[src/rtl/uart_rx_if.sv]
// Receive-side bus of uart_rx: received word, its valid strobe, the busy flag
// and the error strobes. The receiver drives it via the master modport, and the
// consumer reads it via the slave modport.
// Optional feature macro: UART_RX_PARITY_EN adds o_Rx_Parity_Err.
interface uart_rx_if #(
  parameter int DATA_WIDTH = 8
);
  logic                  o_Rx_DV;
  logic [DATA_WIDTH-1:0] o_Rx_Byte;
  logic                  o_Rx_Active;
  logic                  o_Rx_Frame_Err;
`ifdef UART_RX_PARITY_EN
  logic                  o_Rx_Parity_Err;
`endif

  modport master (
    output o_Rx_DV,
    output o_Rx_Byte,
    output o_Rx_Active,
`ifdef UART_RX_PARITY_EN
    output o_Rx_Parity_Err,
`endif
    output o_Rx_Frame_Err
  );

  modport slave (
    input o_Rx_DV,
    input o_Rx_Byte,
    input o_Rx_Active,
`ifdef UART_RX_PARITY_EN
    input o_Rx_Parity_Err,
`endif
    input o_Rx_Frame_Err
  );
endinterface

[src/rtl/uart_rx.sv]
// UART receiver, 8N1 by default, LSB first, idle-high line.
// The line is oversampled at i_Clock and each bit is sampled at its midpoint.
// A good frame updates o_Rx_Byte and strobes o_Rx_DV for one cycle.
// A stop bit sampled low strobes o_Rx_Frame_Err instead, and the receiver then
// waits for the line to return high before it accepts another start bit.
// Optional feature macro: UART_RX_PARITY_EN (8E1, adds o_Rx_Parity_Err).
module uart_rx #(
  parameter int CLKS_PER_BIT = 87,
  parameter int DATA_WIDTH   = 8
) (
  input  logic        i_Clock,
  input  logic        i_Reset,
  input  logic        i_Rx_Serial,
  uart_rx_if.master   rx_bus
);

  localparam int CLK_W = (CLKS_PER_BIT > 2) ? $clog2(CLKS_PER_BIT) : 1;
  localparam int IDX_W = (DATA_WIDTH > 2) ? $clog2(DATA_WIDTH) : 1;
  localparam int HALF  = (CLKS_PER_BIT - 1) / 2;

  localparam logic [CLK_W-1:0] HALF_CNT = CLK_W'(HALF);
  localparam logic [CLK_W-1:0] LAST_CNT = CLK_W'(CLKS_PER_BIT - 1);
  localparam logic [IDX_W-1:0] LAST_IDX = IDX_W'(DATA_WIDTH - 1);

  typedef enum logic [2:0] {
    S_IDLE,
    S_START,
    S_DATA,
`ifdef UART_RX_PARITY_EN
    S_PARITY,
`endif
    S_STOP,
    S_CLEANUP
  } state_t;

  state_t                r_State;
  logic                  r_Sync_0;
  logic                  r_Sync_1;
  logic [CLK_W-1:0]      r_Clk_Count;
  logic [IDX_W-1:0]      r_Bit_Idx;
  logic [DATA_WIDTH-1:0] r_Shift;
  logic [DATA_WIDTH-1:0] r_Rx_Byte;
  logic                  r_Rx_DV;
  logic                  r_Rx_Active;
  logic                  r_Rx_Frame_Err;
  logic                  r_Wait_High;
`ifdef UART_RX_PARITY_EN
  logic                  r_Parity;
  logic                  r_Rx_Parity_Err;
`endif
  logic                  w_Rx_S;
  logic                  w_Bit_End;

  // Two-flop synchronizer for the asynchronous line; resets to the idle level.
  always_ff @(posedge i_Clock or posedge i_Reset) begin
    if (i_Reset) begin
      r_Sync_0 <= 1'b1;
      r_Sync_1 <= 1'b1;
    end else begin
      // NOTE: non-blocking assignments make the two flops shift one stage per
      // clock; blocking ones would collapse the chain into a single flop.
      r_Sync_0 <= i_Rx_Serial;
      r_Sync_1 <= r_Sync_0;
    end
  end

  assign w_Rx_S    = r_Sync_1;
  assign w_Bit_End = (r_Clk_Count == LAST_CNT);

  // Frame state machine; every output is a register written here.
  always_ff @(posedge i_Clock or posedge i_Reset) begin
    if (i_Reset) begin
      r_State         <= S_IDLE;
      r_Clk_Count     <= '0;
      r_Bit_Idx       <= '0;
      r_Shift         <= '0;
      r_Rx_Byte       <= '0;
      r_Rx_DV         <= 1'b0;
      r_Rx_Active     <= 1'b0;
      r_Rx_Frame_Err  <= 1'b0;
      r_Wait_High     <= 1'b0;
`ifdef UART_RX_PARITY_EN
      r_Parity        <= 1'b0;
      r_Rx_Parity_Err <= 1'b0;
`endif
    end else begin
      case (r_State)
        S_IDLE: begin
          r_Clk_Count    <= '0;
          r_Bit_Idx      <= '0;
          r_Rx_DV        <= 1'b0;
          r_Rx_Frame_Err <= 1'b0;
`ifdef UART_RX_PARITY_EN
          r_Parity        <= 1'b0;
          r_Rx_Parity_Err <= 1'b0;
`endif
          // After a frame error the line may still be low (break): hold off
          // until it is seen high so a break yields exactly one error.
          if (r_Wait_High) begin
            if (w_Rx_S) r_Wait_High <= 1'b0;
          end else if (!w_Rx_S) begin
            r_State <= S_START;
          end
        end

        S_START: begin
          if (r_Clk_Count == HALF_CNT) begin
            r_Clk_Count <= '0;
            if (!w_Rx_S) begin
              r_Rx_Active <= 1'b1;
              r_State     <= S_DATA;
            end else begin
              r_State <= S_IDLE;
            end
          end else begin
            r_Clk_Count <= r_Clk_Count + CLK_W'(1);
          end
        end

        S_DATA: begin
          if (!w_Bit_End) begin
            r_Clk_Count <= r_Clk_Count + CLK_W'(1);
          end else begin
            r_Clk_Count        <= '0;
            r_Shift[r_Bit_Idx] <= w_Rx_S;
`ifdef UART_RX_PARITY_EN
            r_Parity <= r_Parity ^ w_Rx_S;
`endif
            if (r_Bit_Idx == LAST_IDX) begin
              r_Bit_Idx <= '0;
`ifdef UART_RX_PARITY_EN
              r_State <= S_PARITY;
`else
              r_State <= S_STOP;
`endif
            end else begin
              r_Bit_Idx <= r_Bit_Idx + IDX_W'(1);
            end
          end
        end

`ifdef UART_RX_PARITY_EN
        S_PARITY: begin
          if (!w_Bit_End) begin
            r_Clk_Count <= r_Clk_Count + CLK_W'(1);
          end else begin
            r_Clk_Count <= '0;
            r_Parity    <= r_Parity ^ w_Rx_S;
            r_State     <= S_STOP;
          end
        end
`endif

        S_STOP: begin
          if (!w_Bit_End) begin
            r_Clk_Count <= r_Clk_Count + CLK_W'(1);
          end else begin
            r_Clk_Count <= '0;
            r_Rx_Active <= 1'b0;
            r_State     <= S_CLEANUP;
            if (w_Rx_S) begin
`ifdef UART_RX_PARITY_EN
              // r_Parity holds the XOR of data and parity bits; 1 means odd.
              if (r_Parity) begin
                r_Rx_Parity_Err <= 1'b1;
              end else begin
                r_Rx_Byte <= r_Shift;
                r_Rx_DV   <= 1'b1;
              end
`else
              r_Rx_Byte <= r_Shift;
              r_Rx_DV   <= 1'b1;
`endif
            end else begin
              r_Rx_Frame_Err <= 1'b1;
              r_Wait_High    <= 1'b1;
            end
          end
        end

        S_CLEANUP: begin
          r_Rx_DV        <= 1'b0;
          r_Rx_Frame_Err <= 1'b0;
`ifdef UART_RX_PARITY_EN
          r_Rx_Parity_Err <= 1'b0;
`endif
          r_State <= S_IDLE;
        end

        default: r_State <= S_IDLE;
      endcase
    end
  end

  assign rx_bus.o_Rx_DV        = r_Rx_DV;
  assign rx_bus.o_Rx_Byte      = r_Rx_Byte;
  assign rx_bus.o_Rx_Active    = r_Rx_Active;
  assign rx_bus.o_Rx_Frame_Err = r_Rx_Frame_Err;
`ifdef UART_RX_PARITY_EN
  assign rx_bus.o_Rx_Parity_Err = r_Rx_Parity_Err;
`endif

endmodule

[src/flat_wrapper.sv]
// flat-port wrapper written by rule: the top's interface ports become plain ports
module uart_rx_flat 
#(
  parameter int CLKS_PER_BIT = 87,
  parameter int DATA_WIDTH   = 8
)
  (i_Clock, i_Reset, i_Rx_Serial, rx_bus_o_Rx_DV, rx_bus_o_Rx_Byte, rx_bus_o_Rx_Active, rx_bus_o_Rx_Frame_Err);
  uart_rx_if #(.DATA_WIDTH(DATA_WIDTH)) rx_bus_i ();
  input  logic i_Clock;
  input  logic i_Reset;
  input  logic i_Rx_Serial;
  output wire logic [$bits(rx_bus_i.o_Rx_DV)-1:0] rx_bus_o_Rx_DV;
  output wire logic [$bits(rx_bus_i.o_Rx_Byte)-1:0] rx_bus_o_Rx_Byte;
  output wire logic [$bits(rx_bus_i.o_Rx_Active)-1:0] rx_bus_o_Rx_Active;
  output wire logic [$bits(rx_bus_i.o_Rx_Frame_Err)-1:0] rx_bus_o_Rx_Frame_Err;
  assign rx_bus_o_Rx_DV = rx_bus_i.o_Rx_DV;
  assign rx_bus_o_Rx_Byte = rx_bus_i.o_Rx_Byte;
  assign rx_bus_o_Rx_Active = rx_bus_i.o_Rx_Active;
  assign rx_bus_o_Rx_Frame_Err = rx_bus_i.o_Rx_Frame_Err;
  uart_rx #(.CLKS_PER_BIT(CLKS_PER_BIT), .DATA_WIDTH(DATA_WIDTH)) u_core (.i_Clock(i_Clock), .i_Reset(i_Reset), .i_Rx_Serial(i_Rx_Serial), .rx_bus(rx_bus_i));
endmodule
[config.mk]
export PLATFORM = sky130hd
export DESIGN_NAME = uart_rx_flat
export DESIGN_NICKNAME = d
export VERILOG_FILES = /design/src/rtl/uart_rx_if.sv /design/src/rtl/uart_rx.sv /design/src/flat_wrapper.sv
export SDC_FILE = /design/constraint.sdc
export NUM_CORES = 1
export LEC_CHECK = 0
export ABC_AREA = 1
export BUFFER_PORTS_ARGS = -buffer_cell sky130_fd_sc_hd__clkbuf_2
export CORE_ASPECT_RATIO = 1.2
export CORE_MARGIN = 1.5
export CORE_UTILIZATION = 40
export CTS_CLUSTER_SIZE = 20
export DETAILED_ROUTE_END_ITERATION = 12
export GPL_ROUTABILITY_DRIVEN = 1
export PLACE_DENSITY = 0.53
export SLEW_MARGIN = 40
export SYNTH_ARGS = -nofsm -noshare
export SYNTH_HDL_FRONTEND = slang
export SYNTH_SLANG_ARGS = --single-unit
[constraint.sdc]
create_clock -name i_Clock -period 4.1 [get_ports i_Clock]
set_input_delay 0.41 -clock i_Clock [delete_from_list [all_inputs] [get_ports i_Clock]]
set_output_delay 0.41 -clock i_Clock [all_outputs]
set_load 0.02 [all_outputs]
# Word-level counts from Yosys, hierarchy flattened

Cells that the tools add are included.

Flip-flop bits (word level): 35
Latch bits: 0
Memory bits (writable): 0
ROM bits: 0
Output and inout port bits: 11
Logic and storage cells: 77
Memories: 0

Add/subtract/negate cells: 2
$mul: 0
Divide/modulo/power cells: 0
Order comparisons: 2
Eq/ne operators: 16
Shift-type cells: 0
Mux-type cells: 29
Bitwise operators: 0
Reduce and logical (&&, ||, !) cells: 17

Operator list:

| kind                | number |
|---|---|
| $mux 3              | 8 |
| $pmux 7 s3          | 1 |
| $mux 7              | 2 |
| $pmux 3 s4          | 1 |
| $reduce_and 3->1    | 4 |
| $ne 2x1->1 const B  | 5 |
| $mux 1              | 9 |
| $bwmux 8            | 1 |
| $ne 2x2->1 const B  | 4 |
| $pmux 1 s2          | 4 |
| $reduce_bool 2->1   | 4 |
| $add 7x1->7 const B | 1 |
| $eq 7x6->1 const B  | 1 |
| $eq 7x7->1 const B  | 1 |
| $eq 3x2->1 const B  | 2 |
| $eq 3x3->1 const B  | 2 |
| $pmux 3 s2          | 1 |
| $reduce_and 6->1    | 1 |
| $lt 3x4->1 const B  | 1 |
| $reduce_and 2->1    | 2 |
| $reduce_and 4->1    | 1 |
| $reduce_or 2->1     | 2 |
| $add 3x1->3 const B | 1 |
| $demux 1 s3         | 1 |
| other kinds (6)     | 6 |

# Longest topological paths before layout

Depth in word-level cells: 5
Depth in mapped cells: 10
Depth with buffers taken out: 9

# Worst setup path after synthesis

OpenSTA, ideal clock, no wires.

Path kind: reg2reg
Start point: register u_core.r_Clk_Count[0]
End point: register u_core.r_Shift[7]
Data arrival time: 1.246 ns
Required time: 3.976 ns
Path slack: 2.730 ns
Stages on the path, launching flop included: 11
Path through: dfrtp_1 > inv_1 > ha_1 > nand2_1 > inv_2 > nand3_4 > nor2_4 > buf_12 > nand2_4 > nand2_2 > o21ai_2

Cells in the longest elaborated chain, start to end: 2

Ends and longest elaborated chain:

| item                          | RTL line       | RTL |
|---|---|---|
| start, declared               | uart_rx.sv:39  | `logic [CLK_W-1:0] r_Clk_Count;` |
| start signal, assigned        | uart_rx.sv:116 | `r_Clk_Count <= r_Clk_Count + CLK_W'(1);` |
| start signal, assigned        | uart_rx.sv:122 | `r_Clk_Count <= r_Clk_Count + CLK_W'(1);` |
| start signal, assigned        | uart_rx.sv:156 | `r_Clk_Count <= r_Clk_Count + CLK_W'(1);` |
| $eq 7x7->1                    | uart_rx.sv:68  | `assign w_Bit_End = (r_Clk_Count == LAST_CNT);` |
| $reduce_and 2->1 (no line)    | --             |  |
| end signal, assigned by index | uart_rx.sv:125 | `r_Shift[r_Bit_Idx] <= w_Rx_S;` |
| end, declared                 | uart_rx.sv:41  | `logic [DATA_WIDTH-1:0] r_Shift;` |

No other way between the ends.
A chain may end at the register's enable or synchronous reset.

# Worst setup path in the final report

Start point: register u_core.r_Clk_Count[0]
End point: register u_core.r_Shift[6]

The elaborated chain is that of the path after synthesis.

==> impl_metrics.csv <==
group,metric,value,unit
synthesis,synth_nets,221,
drt,avgViaCountPerCell,4.66,
synthesis,synth_top_cell_area_share,45.3,%
global_route,grt_max_degree,36,
clocking,cts-hold-fix-buffers,0,
clocking,worstSkewPairLatency,0.28,ns
die,fp.dieW,64.6,microns
critical_path,startpoint_type,"flip-flop",
critical_path,crit_arrival,1.84,ns
clocking,cts_max_path_buffers,2,
finish,nets,239,
clocking,root_buffer,"clkbuf_8",
timing,drv_slew,0,
timing,finalCritPeriodShare,41.5,%
drt,drc_errors,0,
critical_path,path_common_cell,"nand2_1",
placement,gp_congestion,0.789,
clocking,clock_sinks,35,
critical_path,max_stage_delay,0.41,ns
global_route,grt_pass1_vias,1294,
synthesis,synthTopCellsByArea,"dfrtp_1 45%, nand2_1 11%, inv_1 5.4%",
critical_path,path_cells,"inv_1 > ha_1 > nand2_1 > inv_2 > nand3_4 > nor2_4 > nand2_1 > nand2_1 > o21ai_0",
critical_path,cp.required,4.25,ns
clocking,path_clk_slew,0.07,ns
clocking,cts_resized,0,
placement,dp_slack,2.40,ns
critical_path,crit_fanout,11,
run_status,status,"finished, final reports clean",
timing,tns,0,ns
critical_path,path_class,"flip-flop to flip-flop",
die,initial_utilization,42.1,%
clocking,cts_tree,"done",
timing,min_period,1.70,ns
die,die-area,4970,sq um
synthesis,syn_inst,214,
timing,maxSlewHeadroom,67.1,%
critical_path,ff2ff_path_depth,9,
synthesis,syn_area,1820,sq um
global_route,antenna_found_initial,0,
drt,wire_per_inst,11.6,microns
placement,io_buffers,13,
timing,hold_viol,0,
timing,setup_slack,2.40,ns
finish,drive_gt1_share,25.3,%
pwr,max-vdd-ir-drop,0.186,mV
pwr,powerDensity,331,nW/um^2
die,fp.dieH,76.9,microns
drt,first_pass_iters,6,
synthesis,synth_cell_type_count,23,
clocking,htree_levels,2,
die,rows,26,
synthesis,yosysTopAreaCell,"dfrtp_1",
clocking,post-cts-setup-buffers,0,
critical_path,worst_path_max_delay_cell,"nor2_4",
pwr,finalPower,0.673,mW
run,cap_violations,0,
placement,hpwlAfterDp,2410,microns
synthesis,seq_area_frac_synth,48.2,%
synthesis,yosysWarnings,0,
timing,worst_pin_slew,0.493,ns
clocking,cts_made_buffers,5,
finish,final_util,47.1,%
drt,routed_wl,3370,microns
synthesis,ys_seq_elements,35,
finish,antenna_cells,0,
drt,route.vias.total,1347,
hold_path,min_path_type,"input port to async pin",
die,io-pin-count,14,
timing,setup_viol,0,
die,core_area,4330,sq um
timing,holdWs,0.201,ns
global_route,grt_use_total,15.9,%
timing,rsz0062_at_grt,"no",
synthesis,syn_area_per_cell,8.51,sq um
critical_path,cp-end-kind,"flip-flop",
timing,fin_skew,0.00666,ns
global_route,grt_pass1_wl,6020,microns
finish,areaGrowthSynthToFinish,11.7,%
pwr,p_leak,1.17,nW
drt,antenna_left,0,
global_route,gr-total-overflow,0,
timing,fmax,0.588,GHz
drt,drt_iter0_markers,40,
layout make-up:
class	count	area (sq um)
fillers	442	2290
flip-flops and latches	35	878
multi-input cells	144	795
inverters	32	120
clock buffers	8	100
repair buffers	14	72.6
well taps	56	70.1
path summary, 6_finish.rpt:
check                                 startpoint                          to  slack (ns)
max reg2reg                u_core.r_Clk_Count[0]           u_core.r_Shift[6]        2.40
min in group i_Clock                 i_Rx_Serial             u_core.r_Sync_0        0.21
min reg2reg                      u_core.r_Sync_0             u_core.r_Sync_1        0.36
max in group asynchronous                i_Reset             u_core.r_Sync_1        3.56
min                                      i_Reset  u_core.rx_bus.o_Rx_Byte[5]        0.20
max                        u_core.r_Clk_Count[0]           u_core.r_Shift[6]        2.40
cell usage after synthesis (all sizes together):
cell and n:
nand2 67, dfrtp 33, nand4 2, nand3 21, buf 2, inv 32, dfstp 2, a21oi 4
o21ai 14, clkbuf 1, o21bai 1, ha 4, xor2 3, nor2 28
critical path, delay by kind of cell (launching register included):
kind | cells | cell delay (ns)
flops | 1 | 0.40
compound gates | 1 | 0.07
simple gates | 5 | 0.77
buf+inv | 2 | 0.17
fa+ha+maj | 1 | 0.14
kinds of logic after synthesis:
| logic type | share of synthesized area (%) |
|---|---|
| compound gates | 6.80 |
| xor+xnor | 1.44 |
| fa+ha+maj | 2.75 |
| buf+inv | 8.17 |
| flops | 48.2 |
| simple gates | 32.6 |
metal layers:
metal	vias to the layer above	routed length, microns	share of wire [%]	track usage [%]
met5	-	0	0	0
met2	35	1450	43	23.3
li1	693	-	-	-
met1	612	1670	50	21.3
met3	7	159	4.7	4.84
met4	0	84	2.5	7.23
registers in the layout (all words and copies together), names as in the netlist:
register / cells
u_core.r_Sync_1: 1
u_core.r_Clk_Count: 7
u_core.rx_bus.o_Rx_Byte: 8
u_core.r_Shift: 8
u_core.r_Wait_High: 1
u_core.rx_bus.o_Rx_Frame_Err: 1
u_core.r_State: 3
u_core.rx_bus.o_Rx_Active: 1
u_core.r_Bit_Idx: 3
u_core.r_Sync_0: 1
u_core.rx_bus.o_Rx_DV: 1
through the flow:
stage          instance area, sq um  cells
3_3_place_gp                   1940    281
5_1_grt                        2040    289
6_report                       2040    289
4_1_cts                        2040    289
2_1_floorplan                  1820    214
3_5_place_dp                   1940    281
cells in the final DEF (no fill, tap or decap):
cell,instances
nor2_2,3
nor2_1,22
nand3_2,1
o21bai_1,1
buf_4,1
nand3_1,19
a21oi_1,4
nand2_2,8
clkbuf_8,7
o21ai_2,7
nor2_4,3
inv_2,6
nand2_4,7
nand4_1,2
o21ai_0,7
dfrtp_1,33
clkbuf_2,13
ha_1,4
dfstp_2,2
nand3_4,1
clkbuf_1,1
inv_1,26
xor2_1,3
nand2_1,52
report_power, final:
part | switching (mW) | total [mW] | internal (mW)
combinational | 0.0268 | 0.0388 | 0.0120
sequential | 0.00987 | 0.363 | 0.354
clock | 0.118 | 0.271 | 0.153
total | 0.154 | 0.673 | 0.519
Power figures use the tool's default switching activity.
